### src/rtl/axil_reg_slave.sv
// axil_reg_slave: AXI4-Lite register bank for HDMI timing/pattern control.
// AW and W are accepted independently and committed once both are present.
module axil_reg_slave #(
    parameter int W    = 32,
    parameter int A    = 4,
    parameter int NREG = 3
) (
    input  logic              clk_i,
    input  logic              rst_n_i,
    input  logic [A-1:0]      s_axi_awaddr,
    input  logic              s_axi_awvalid,
    output logic              s_axi_awready,
    input  logic [W-1:0]      s_axi_wdata,
    input  logic [W/8-1:0]    s_axi_wstrb,
    input  logic              s_axi_wvalid,
    output logic              s_axi_wready,
    output logic [1:0]        s_axi_bresp,
    output logic              s_axi_bvalid,
    input  logic              s_axi_bready,
    input  logic [A-1:0]      s_axi_araddr,
    input  logic              s_axi_arvalid,
    output logic              s_axi_arready,
    output logic [W-1:0]      s_axi_rdata,
    output logic [1:0]        s_axi_rresp,
    output logic              s_axi_rvalid,
    input  logic              s_axi_rready,
    output logic [NREG*W-1:0] reg_o,
    output logic [NREG-1:0]   wr_stb_o
);
    localparam int NB = W / 8;
    logic            aw_held, w_held;
    logic [A-1:0]    aw_addr;
    logic [W-1:0]    w_data;
    logic [NB-1:0]   w_strb;
    logic [W-1:0]    regs [NREG];
    logic            aw_hs, w_hs, ar_hs, commit, wr_ok, rd_ok;
    logic [A-1:0]    c_addr;
    logic [W-1:0]    c_data, rd_val;
    logic [NB-1:0]   c_strb;
    logic [A-3:0]    c_idx, r_idx;
    assign s_axi_awready = !aw_held && !s_axi_bvalid;
    assign s_axi_wready  = !w_held && !s_axi_bvalid;
    assign s_axi_arready = !s_axi_rvalid;
    assign aw_hs  = s_axi_awvalid && s_axi_awready;
    assign w_hs   = s_axi_wvalid && s_axi_wready;
    assign ar_hs  = s_axi_arvalid && s_axi_arready;
    assign commit = (aw_held || aw_hs) && (w_held || w_hs);
    // a fresh handshake takes priority over a held copy; only one side can be held at a time
    assign c_addr = aw_hs ? s_axi_awaddr : aw_addr;
    assign c_data = w_hs ? s_axi_wdata : w_data;
    assign c_strb = w_hs ? s_axi_wstrb : w_strb;
    assign c_idx  = c_addr[A-1:2];
    assign r_idx  = s_axi_araddr[A-1:2];
    assign wr_ok  = int'(c_idx) < NREG;
    assign rd_ok  = int'(r_idx) < NREG;
    always_comb begin
        rd_val = '0;
        for (int i = 0; i < NREG; i++)
            if (int'(r_idx) == i) rd_val = regs[i];
    end
    for (genvar i = 0; i < NREG; i++) begin : g_out
        assign reg_o[i*W +: W] = regs[i];
    end
    always_ff @(posedge clk_i) begin
        if (!rst_n_i) begin
            for (int i = 0; i < NREG; i++) regs[i] <= '0;
            wr_stb_o     <= '0;
            aw_held      <= 1'b0;
            w_held       <= 1'b0;
            aw_addr      <= '0;
            w_data       <= '0;
            w_strb       <= '0;
            s_axi_bvalid <= 1'b0;
            s_axi_bresp  <= 2'b00;
            s_axi_rvalid <= 1'b0;
            s_axi_rdata  <= '0;
            s_axi_rresp  <= 2'b00;
        end else begin
            wr_stb_o <= '0;
            if (s_axi_bvalid && s_axi_bready) s_axi_bvalid <= 1'b0;
            if (commit) begin
                aw_held      <= 1'b0;
                w_held       <= 1'b0;
                s_axi_bvalid <= 1'b1;
                s_axi_bresp  <= wr_ok ? 2'b00 : 2'b10;
                for (int i = 0; i < NREG; i++) begin
                    if (wr_ok && int'(c_idx) == i) begin
                        wr_stb_o[i] <= 1'b1;
                        for (int b = 0; b < NB; b++)
                            if (c_strb[b]) regs[i][8*b +: 8] <= c_data[8*b +: 8];
                    end
                end
            end else begin
                if (aw_hs) begin
                    aw_held <= 1'b1;
                    aw_addr <= s_axi_awaddr;
                end
                if (w_hs) begin
                    w_held <= 1'b1;
                    w_data <= s_axi_wdata;
                    w_strb <= s_axi_wstrb;
                end
            end
            if (s_axi_rvalid && s_axi_rready) s_axi_rvalid <= 1'b0;
            if (ar_hs) begin
                s_axi_rvalid <= 1'b1;
                s_axi_rdata  <= rd_ok ? rd_val : '0;
                s_axi_rresp  <= rd_ok ? 2'b00 : 2'b10;
            end
        end
    end
endmodule
### config.mk
export PLATFORM = sky130hd
export DESIGN_NAME = axil_reg_slave
export DESIGN_NICKNAME = d
export VERILOG_FILES = /design/src/rtl/axil_reg_slave.sv
export SDC_FILE = /design/constraint.sdc
export NUM_CORES = 1
export LEC_CHECK = 0
export CAP_MARGIN = 10
export CORE_MARGIN = 2
export CORE_UTILIZATION = 24
export DETAILED_ROUTE_END_ITERATION = 10
export PLACE_DENSITY = 0.56
export SETUP_SLACK_MARGIN = 0.4
export SLEW_MARGIN = 20
export SYNTH_ARGS = -nofsm -noshare
export SYNTH_HDL_FRONTEND = slang
export SYNTH_SLANG_ARGS = --single-unit
### constraint.sdc
create_clock -name clk_i -period 4.8 [get_ports clk_i]
set_clock_uncertainty 0.2 [all_clocks]
set_input_delay 0.48 -clock clk_i [delete_from_list [all_inputs] [get_ports clk_i]]
set_output_delay 0.48 -clock clk_i [all_outputs]
set_load 0.03 [all_outputs]
Yosys cells after proc, flatten, opt, wreduce, memory -nomap -nowiden

Memory sizes are Yosys's and may differ from the RTL's.
Index checks and enable logic that the tools add are counted.

Flip-flop bits (word level): 83
Bits in writable memories: 96
Bits of input ports: 51
Output and inout port bits: 140
Logic and storage cells: 138
Memories kept: 1

Memories:

| memory | depth | width | read ports | clocked after memory_dff | wr ports | RTL line | source |
|---|---|---|---|---|---|---|---|
| regs   | 3     | 32    | 3          | 0                        | 3        | 35       | `logic [W-1:0] regs [NREG];` |

Magnitude comparators: 2
Eq/ne operators: 4
Muxes and demuxes: 81
Bitwise operators: 14
Reduce and logical (&&, ||, !) cells: 24

Operators by type and width:

| operator           | count |
|---|---|
| $mux 32            | 5 |
| $mux 8             | 12 |
| $mux 1             | 60 |
| $or 1x1->1         | 12 |
| $logic_and 1x1->1  | 11 |
| $eq 2x2->1 const B | 4 |
| $mux 4             | 2 |
| $logic_not 1->1    | 4 |
| $logic_not 2->1    | 2 |
| $lt 2x2->1 const B | 2 |
| $mux 2             | 2 |
| $reduce_and 2->1   | 2 |
| $reduce_bool 2->1  | 2 |
| $logic_or 1x1->1   | 2 |
| $not 1->1          | 2 |
| $reduce_or 2->1    | 1 |

Depth between registers and ports, before layout

Gate-level depths: netlist of run 1.

Depth in word-level cells: 11
Depth in mapped cells: 6
Mapped depth without buffers: 4

Worst setup path before layout of run 1

No wires, ideal clock.

Kind: register to register
Start: register s_axi_bvalid
End: memory regs[0][0] (enable)
Library setup time: 0.384 ns
Data arrival time: 2.048 ns
Required time: 4.216 ns
Path slack: 2.168 ns
Cell stages (with the launch flop): 6
Path buffers: 1
Clock period less this slack: 2.632 ns
Cell sequence: dfxtp_1 -> nor2b_2 -> o221a_2 -> buf_2 -> nand3_1 -> o21ai_0

RTL lines:

| what                   | RTL line | source |
|---|---|---|
| from (decl)            | 18       | `output logic s_axi_bvalid,` |
| from (signal assigned) | 73       | `s_axi_bvalid <= 1'b0;` |
| from (signal assigned) | 80       | `if (s_axi_bvalid && s_axi_bready) s_axi_bvalid <= 1'b0;` |
| from (signal assigned) | 84       | `s_axi_bvalid <= 1'b1;` |
| to (decl)              | 35       |  |

==> insert_results.sql, run 1 <==
INSERT INTO impl_metrics (metric_group, metric, value, unit) VALUES
('setup_path', 'critical_path_peak_fanout', '9', ''),
('logic_synthesis', 'synth_seq_area_share', '0.632', ''),
('clock_network', 'cts_root_buffer', 'sky130_fd_sc_hd__clkbuf_16', ''),
('die', 'design.core.area', '28900', 'um2'),
('sta', 'period_share', '0.645', ''),
('clock_network', 'cts_sinks', '175', ''),
('sta', 'timing.fmax', '0.323', 'GHz'),
('setup_path', 'end_kind', 'flip-flop', ''),
('route', 'met3_length', '1000', 'um'),
('route', 'ant_nets', '0', ''),
('sta', 'timing.final.setup_violations', '0', ''),
('placed_design', 'placement.cell_area', '9260', 'um2'),
('final_layout', 'util_after_layout', '0.343', ''),
('final_layout', 'mostFrequentLayoutCell', 'sky130_fd_sc_hd__clkdlybuf4s50_1', ''),
('hold_path', 'timing.hold.worst.start', 's_axi_rresp[1]', ''),
('logic_synthesis', 'yosys_warnings', '0', ''),
('setup_path', 'worst-endpoint-arrival', '2960', 'ps'),
('power_and_ir_drop', 'power_per_cell_area', '383', 'nW/um2'),
('sta', 'hold_viol', '0', ''),
('setup_path', 'critical_path_rt', '4660', 'ps'),
('logic_synthesis', 'asyncSetResetFlopFracSynth', '0', ''),
('global_routing', 'grt_pass1_vias', '4925', ''),
('route', 'dr_total_vias', '4957', ''),
('clock_network', 'post_cts.repair.setup_buffers', '0', ''),
('logic_synthesis', 'synthesis.area', '7070', 'um2'),
('logic_synthesis', 'syn_avg_cell_area', '12.3', 'um2'),
('final_layout', 'nFillCells', '2877', ''),
('die', 'die_h', '176', 'um'),
('route', 'dr.pass1.iters', '4', ''),
('sta', 'post-route-min-period', '3100', 'ps'),
('die', 'row_count', '62', ''),
('die', 'initial_core_util', '0.245', ''),
('sta', 'worstMarginPinSlew', '961', 'ps'),
('sta', 'finalSetupTns', '0', 'ps'),
('setup_path', 'worstSetupStartpointType', 'input port', ''),
('route', 'routed_wirelength', '20700', 'um'),
('die', 'boundaryPins', '191', ''),
('die', 'dieArea', '30800', 'um2'),
('clock_network', 'post_cts_resize_count', '0', ''),
('logic_synthesis', 'syn_inst', '574', ''),
('final_layout', 'synthToLayoutAreaGrowth', '39.9', '%'),
('logic_synthesis', 'post_synth_num_cell_types', '40', ''),
('route', 'drc', '0', ''),
('placed_design', 'globalplace.congestion', '0.742', ''),
('route', 'detail_route.vias_per_cell', '4.33', ''),
('global_routing', 'groute.usage.overall', '0.133', ''),
('route', 'avgRoutedWirePerCell', '18.1', 'um'),
('global_routing', 'grt_start_max_net_pins', '39', ''),
('global_routing', 'antenna_found_initial', '1', ''),
('setup_path', 'cp-startpoint', 's_axi_awvalid', ''),
('power_and_ir_drop', 'power_leakage', '3.58', 'nW'),
('run_status', 'run_status', 'finished clean', ''),
('route', 'maxUsedRoutingLayer', 'met4', ''),
('clock_network', 'clock_latency', '420', 'ps'),
('logic_synthesis', 'synth_edf_count', '96', ''),
('final_layout', 'nets', '799', ''),
('clock_network', 'clkSlewWorstSetupHoldPaths', '70', 'ps'),
('setup_path', 'reg2reg_from', 's_axi_bvalid', ''),
('placed_design', 'numPortBuffers', '184', ''),
('power_and_ir_drop', 'vdd_drop_max', '0.000194', 'V'),
('clock_network', 'cts_hold_buf', '0', ''),
('sta', 'max-slew-margin-rel', '0.358', ''),
('hold_path', 'min_path_type', 'flip-flop to flip-flop', ''),
('route', 'detail_route.iter0.violations', '265', ''),
('logic_synthesis', 'synth_ff_type', 'sky130_fd_sc_hd__edfxtp_1', ''),
('final_layout', 'drive_gt1_frac', '0.0854', ''),
('final_layout', 'most-common-layout-cells', '182 x sky130_fd_sc_hd__clkdlybuf4s50_1, 96 x sky130_fd_sc_hd__edfxtp_1, 95 x sky130_fd_sc_hd__nor2_1', ''),
('setup_path', 'setup.worst_path.class', 'input port to flip-flop', ''),
('job', 'max-cap-violations', '0', ''),
('clock_network', 'cts_max_path_buffers', '2', ''),
('clock_network', 'inserted_clock_buffers', '17', ''),
('route', 'met1Wirelength', '9420', 'um'),
('route', 'met2WireLength', '10100', 'um'),
('sta', 'timing.hold.ws', '274', 'ps'),
('placed_design', 'dp_hpwl', '14200', 'um'),
('die', 'fp.dieW', '176', 'um'),
('clock_network', 'htree_num_levels', '4', ''),
('clock_network', 'cts_tree', 'done', ''),
('final_layout', 'final_area', '9890', 'um2'),
('global_routing', 'grt_pass1_wl', '30700', 'um'),
('sta', 'unrepaired_setup_endpoints_after_global_routing', 'false', ''),
('global_routing', 'global_route.overflow_total', '0', ''),
('logic_synthesis', 'synth_seq_cells', '175', ''),
('sta', 'timing_max_transition_violations_final', '0', '');
[stage by stage]
step           instances  power (mW)  setup slack, ps
3_5_place_dp        1111        2.45             1220
3_3_place_gp        1111        2.45             1240
4_1_cts             1143        3.82             1650
6_report            1146        3.79             1700
5_1_grt             1145        3.94             1510
2_1_floorplan        575        2.18             2170
[worst paths after layout]
check / to / slack (ps) / cells past startpoint
worst min register to register: s_axi_rresp[1] / 270 / 2
worst max register to register: regs[2][9] / 1740 / 4
worst min-delay path: s_axi_rresp[1] / 270 / 2
worst max-delay path: regs[2][9] / 1700 / 5
[cells in the mapped netlist (3+ instances only)]
cell type / number / share of area
sky130_fd_sc_hd__buf_6: 5 / 0.0080
sky130_fd_sc_hd__buf_2: 13 / 0.0092
sky130_fd_sc_hd__nand2_1: 12 / 0.0064
sky130_fd_sc_hd__buf_1: 6 / 0.0032
sky130_fd_sc_hd__clkbuf_1: 14 / 0.0074
sky130_fd_sc_hd__nand3_1: 3 / 0.0021
sky130_fd_sc_hd__buf_4: 6 / 0.0064
sky130_fd_sc_hd__a21oi_2: 3 / 0.0037
sky130_fd_sc_hd__o21ai_0: 13 / 0.0092
sky130_fd_sc_hd__dfxtp_1: 79 / 0.22
sky130_fd_sc_hd__mux2i_1: 69 / 0.098
sky130_fd_sc_hd__a211oi_1: 33 / 0.035
sky130_fd_sc_hd__inv_1: 3 / 0.0016
sky130_fd_sc_hd__a21oi_1: 63 / 0.045
sky130_fd_sc_hd__nor2_1: 95 / 0.050
sky130_fd_sc_hd__edfxtp_1: 96 / 0.41
sky130_fd_sc_hd__a22o_1: 33 / 0.041
sky130_fd_sc_hd__nand2b_1: 3 / 0.0027
[critical path: stages]
cell	delay, ps
sky130_fd_sc_hd__clkdlybuf4s50_1	470
sky130_fd_sc_hd__nor3b_4	330
sky130_fd_sc_hd__mux2i_1	400
sky130_fd_sc_hd__nand4bb_1	650
sky130_fd_sc_hd__nand2_1	620
[sequential cells by signal, summed over array words and instances, names as in the netlist]
register and flops:
aw_held 1, s_axi_rdata 32, aw_addr 2, s_axi_rresp 1, regs 96, s_axi_rvalid 1, s_axi_bvalid 1, wr_stb_o 3
w_strb 4, w_data 32, s_axi_bresp 1, w_held 1
[area by class of cell]
cell class                 count  area, um2  area share
antenna                        1       2.50    0.000253
clock buffer                  18        429      0.0434
clock inverter                14        141      0.0143
inverter                       4       15.0     0.00152
multi-input combinational    351       2370       0.240
sequential                   175       4460       0.452
tap                          384        480      0.0486
timing repair buffer         199       1980       0.201
[layer usage]
metal  up-vias  track usage
li1       2460            -
met1      2379        0.171
met2       107        0.223
met3        11       0.0335
met4         0       0.0368
met5         -            0
[where the power goes]
part	internal (mW)	switching, mW	leakage [nW]
combinational	0.279	0.401	1.68
sequential	1.68	0.0609	1.64
clock	0.767	0.597	0.264
[kinds of logic after synthesis]
logic type             after synthesis  share of synthesized area
multiplexers                        71                      0.103
buffers and inverters               49                     0.0382
AO/OA/AOI/OAI                      150                      0.142
AND/OR/NAND/NOR                    128                     0.0843
flip-flops                         175                      0.632
other                                1                   0.000531
Power figures use the tool's default switching activity.
==> inputs of run 2 (changes only) <==
==> constraint.sdc (replaced) <==
create_clock -name clk_i -period 3.07 [get_ports clk_i]
set_clock_uncertainty 0.2 [all_clocks]
set_input_delay 0.307 -clock clk_i [delete_from_list [all_inputs] [get_ports clk_i]]
set_output_delay 0.307 -clock clk_i [all_outputs]
set_load 0.03 [all_outputs]
==> insert_results.sql, run 2 (synthesis results as in run 1) <==
INSERT INTO impl_metrics (metric_group, metric, value, unit) VALUES
('run_status', 'run_status', 'finished clean', ''),
('global_routing', 'antenna_found_initial', '1', ''),
('final_layout', 'largestRegisters', 'regs (96), s_axi_rdata (32), w_data (32)', ''),
('clock_network', 'cts_max_path_buffers', '2', ''),
('route', 'drc', '0', ''),
('final_layout', 'most-common-layout-cells', '182 x sky130_fd_sc_hd__clkdlybuf4s50_1, 96 x sky130_fd_sc_hd__edfxtp_1, 95 x sky130_fd_sc_hd__nor2_1', ''),
('setup_path', 'critical_path_rt', '3000', 'ps'),
('setup_path', 'cp-startpoint', 's_axi_bvalid', ''),
('global_routing', 'groute.usage.overall', '0.133', ''),
('power_and_ir_drop', 'vdd_drop_max', '0.000311', 'V'),
('placed_design', 'placement.cell_area', '9380', 'um2'),
('sta', 'period_share', '0.843', ''),
('placed_design', 'numPortBuffers', '184', ''),
('setup_path', 'worstSetupStartpointType', 'flip-flop', ''),
('sta', 'timing.final.setup_violations', '0', ''),
('final_layout', 'drive_gt1_frac', '0.0984', ''),
('route', 'dr_total_vias', '4996', ''),
('placed_design', 'dp_hpwl', '14500', 'um'),
('global_routing', 'grt_pass1_vias', '4978', ''),
('clock_network', 'htree_num_levels', '4', ''),
('setup_path', 'setup.worst_path.class', 'flip-flop to flip-flop', ''),
('job', 'max-cap-violations', '0', ''),
('global_routing', 'grt_start_max_net_pins', '67', ''),
('setup_path', 'end_kind', 'flip-flop', ''),
('final_layout', 'synthToLayoutAreaGrowth', '40.6', '%'),
('clock_network', 'clock_latency', '430', 'ps'),
('final_layout', 'largest_register_ff_count', '96', ''),
('clock_network', 'cts_tree', 'done', ''),
('hold_path', 'timing.hold.worst.start', 's_axi_bready', ''),
('sta', 'timing_max_transition_violations_final', '0', ''),
('sta', 'timing.fmax', '0.386', 'GHz'),
('die', 'dieArea', '30800', 'um2'),
('placed_design', 'globalplace.congestion', '0.724', ''),
('sta', 'finalSetupTns', '0', 'ps'),
('die', 'die_h', '176', 'um'),
('final_layout', 'nets', '810', ''),
('clock_network', 'cts_root_buffer', 'sky130_fd_sc_hd__clkbuf_16', ''),
('die', 'design.core.area', '28900', 'um2'),
('route', 'routed_wirelength', '20500', 'um'),
('die', 'initial_core_util', '0.245', ''),
('setup_path', 'critical_path_peak_fanout', '8', ''),
('clock_network', 'cts_hold_buf', '0', ''),
('route', 'detail_route.vias_per_cell', '4.32', ''),
('setup_path', 'worst-endpoint-arrival', '2510', 'ps'),
('die', 'boundaryPins', '191', ''),
('sta', 'hold_viol', '0', ''),
('route', 'ant_nets', '0', ''),
('clock_network', 'clkSlewWorstSetupHoldPaths', '70', 'ps'),
('die', 'fp.dieW', '176', 'um'),
('clock_network', 'post_cts.repair.setup_buffers', '0', ''),
('route', 'dr.pass1.iters', '4', ''),
('power_and_ir_drop', 'power_leakage', '3.62', 'nW'),
('route', 'detail_route.iter0.violations', '339', ''),
('sta', 'unrepaired_setup_endpoints_after_global_routing', 'false', ''),
('final_layout', 'regMostFlops', 'regs', ''),
('route', 'avgRoutedWirePerCell', '17.7', 'um'),
('power_and_ir_drop', 'report.power.total', '5.85', 'mW'),
('hold_path', 'min_path_type', 'input port to flip-flop', ''),
('sta', 'max-slew-margin-rel', '0.319', ''),
('die', 'row_count', '62', ''),
('global_routing', 'global_route.overflow_total', '0', ''),
('global_routing', 'grt_pass1_wl', '30600', 'um'),
('final_layout', 'final_area', '9940', 'um2'),
('final_layout', 'mostFrequentLayoutCell', 'sky130_fd_sc_hd__clkdlybuf4s50_1', ''),
('clock_network', 'post_cts_resize_count', '0', ''),
('clock_network', 'inserted_clock_buffers', '17', ''),
('clock_network', 'cts_sinks', '175', ''),
('power_and_ir_drop', 'power_per_cell_area', '589', 'nW/um2'),
('sta', 'post-route-min-period', '2590', 'ps'),
('sta', 'worstMarginPinSlew', '1020', 'ps'),
('setup_path', 'reg2reg_from', 's_axi_bvalid', '');
-- run 2: cell type report --
class	instances	area, um2
repair buffers	210	2050
clock inverters	14	119
multi-input cells	351	2370
inverters	4	15.0
flip-flops and latches	175	4460
diodes	1	2.50
well taps	384	480
clock buffers	18	429
fillers	2887	18900
-- run 2: final timing paths --
kind                          to  slack (ps)  cells past startpoint
setup / recovery      regs[0][3]         480                      5
hold reg to reg   s_axi_rresp[1]         270                      2
setup reg to reg      regs[0][3]         480                      5
hold / removal      s_axi_bvalid         220                      2
-- run 2: metal layers --
layer,part of all wire,vias up,track usage
met2,0.50,128,0.227
met5,0,-,0
li1,-,2494,-
met1,0.44,2360,0.166
met3,0.052,14,0.0359
met4,0.011,0,0.0372
-- run 2: worst max-delay path: stages (launching register included) --
cell and delay, ps:
sky130_fd_sc_hd__dfxtp_1 450, sky130_fd_sc_hd__nor3b_4 380, sky130_fd_sc_hd__mux2i_4 400, sky130_fd_sc_hd__nand3_1 340, sky130_fd_sc_hd__o21ai_0 300, sky130_fd_sc_hd__buf_4 220
-- run 2: stage by stage --
| stage | worst slack [ps] | hold slack (ps) | cells | util |
|---|---|---|---|---|
| after CTS | 503 | 187 | 1156 | 0.344 |
| after global placement | 250 | 254 | 1124 | 0.325 |
| final | 483 | 216 | 1157 | 0.344 |
| after floorplan | 438 | 201 | 575 | - |
| after detailed placement | 208 | 253 | 1124 | 0.325 |
| after global routing | 401 | 200 | 1156 | 0.344 |
-- run 2: where the power goes --
group / total, mW / switching (mW) / internal, mW
Combinational: 1.07 / 0.624 / 0.443
Sequential: 2.73 / 0.0974 / 2.63
Clock: 2.06 / 0.943 / 1.12
Total: 5.85 / 1.66 / 4.19
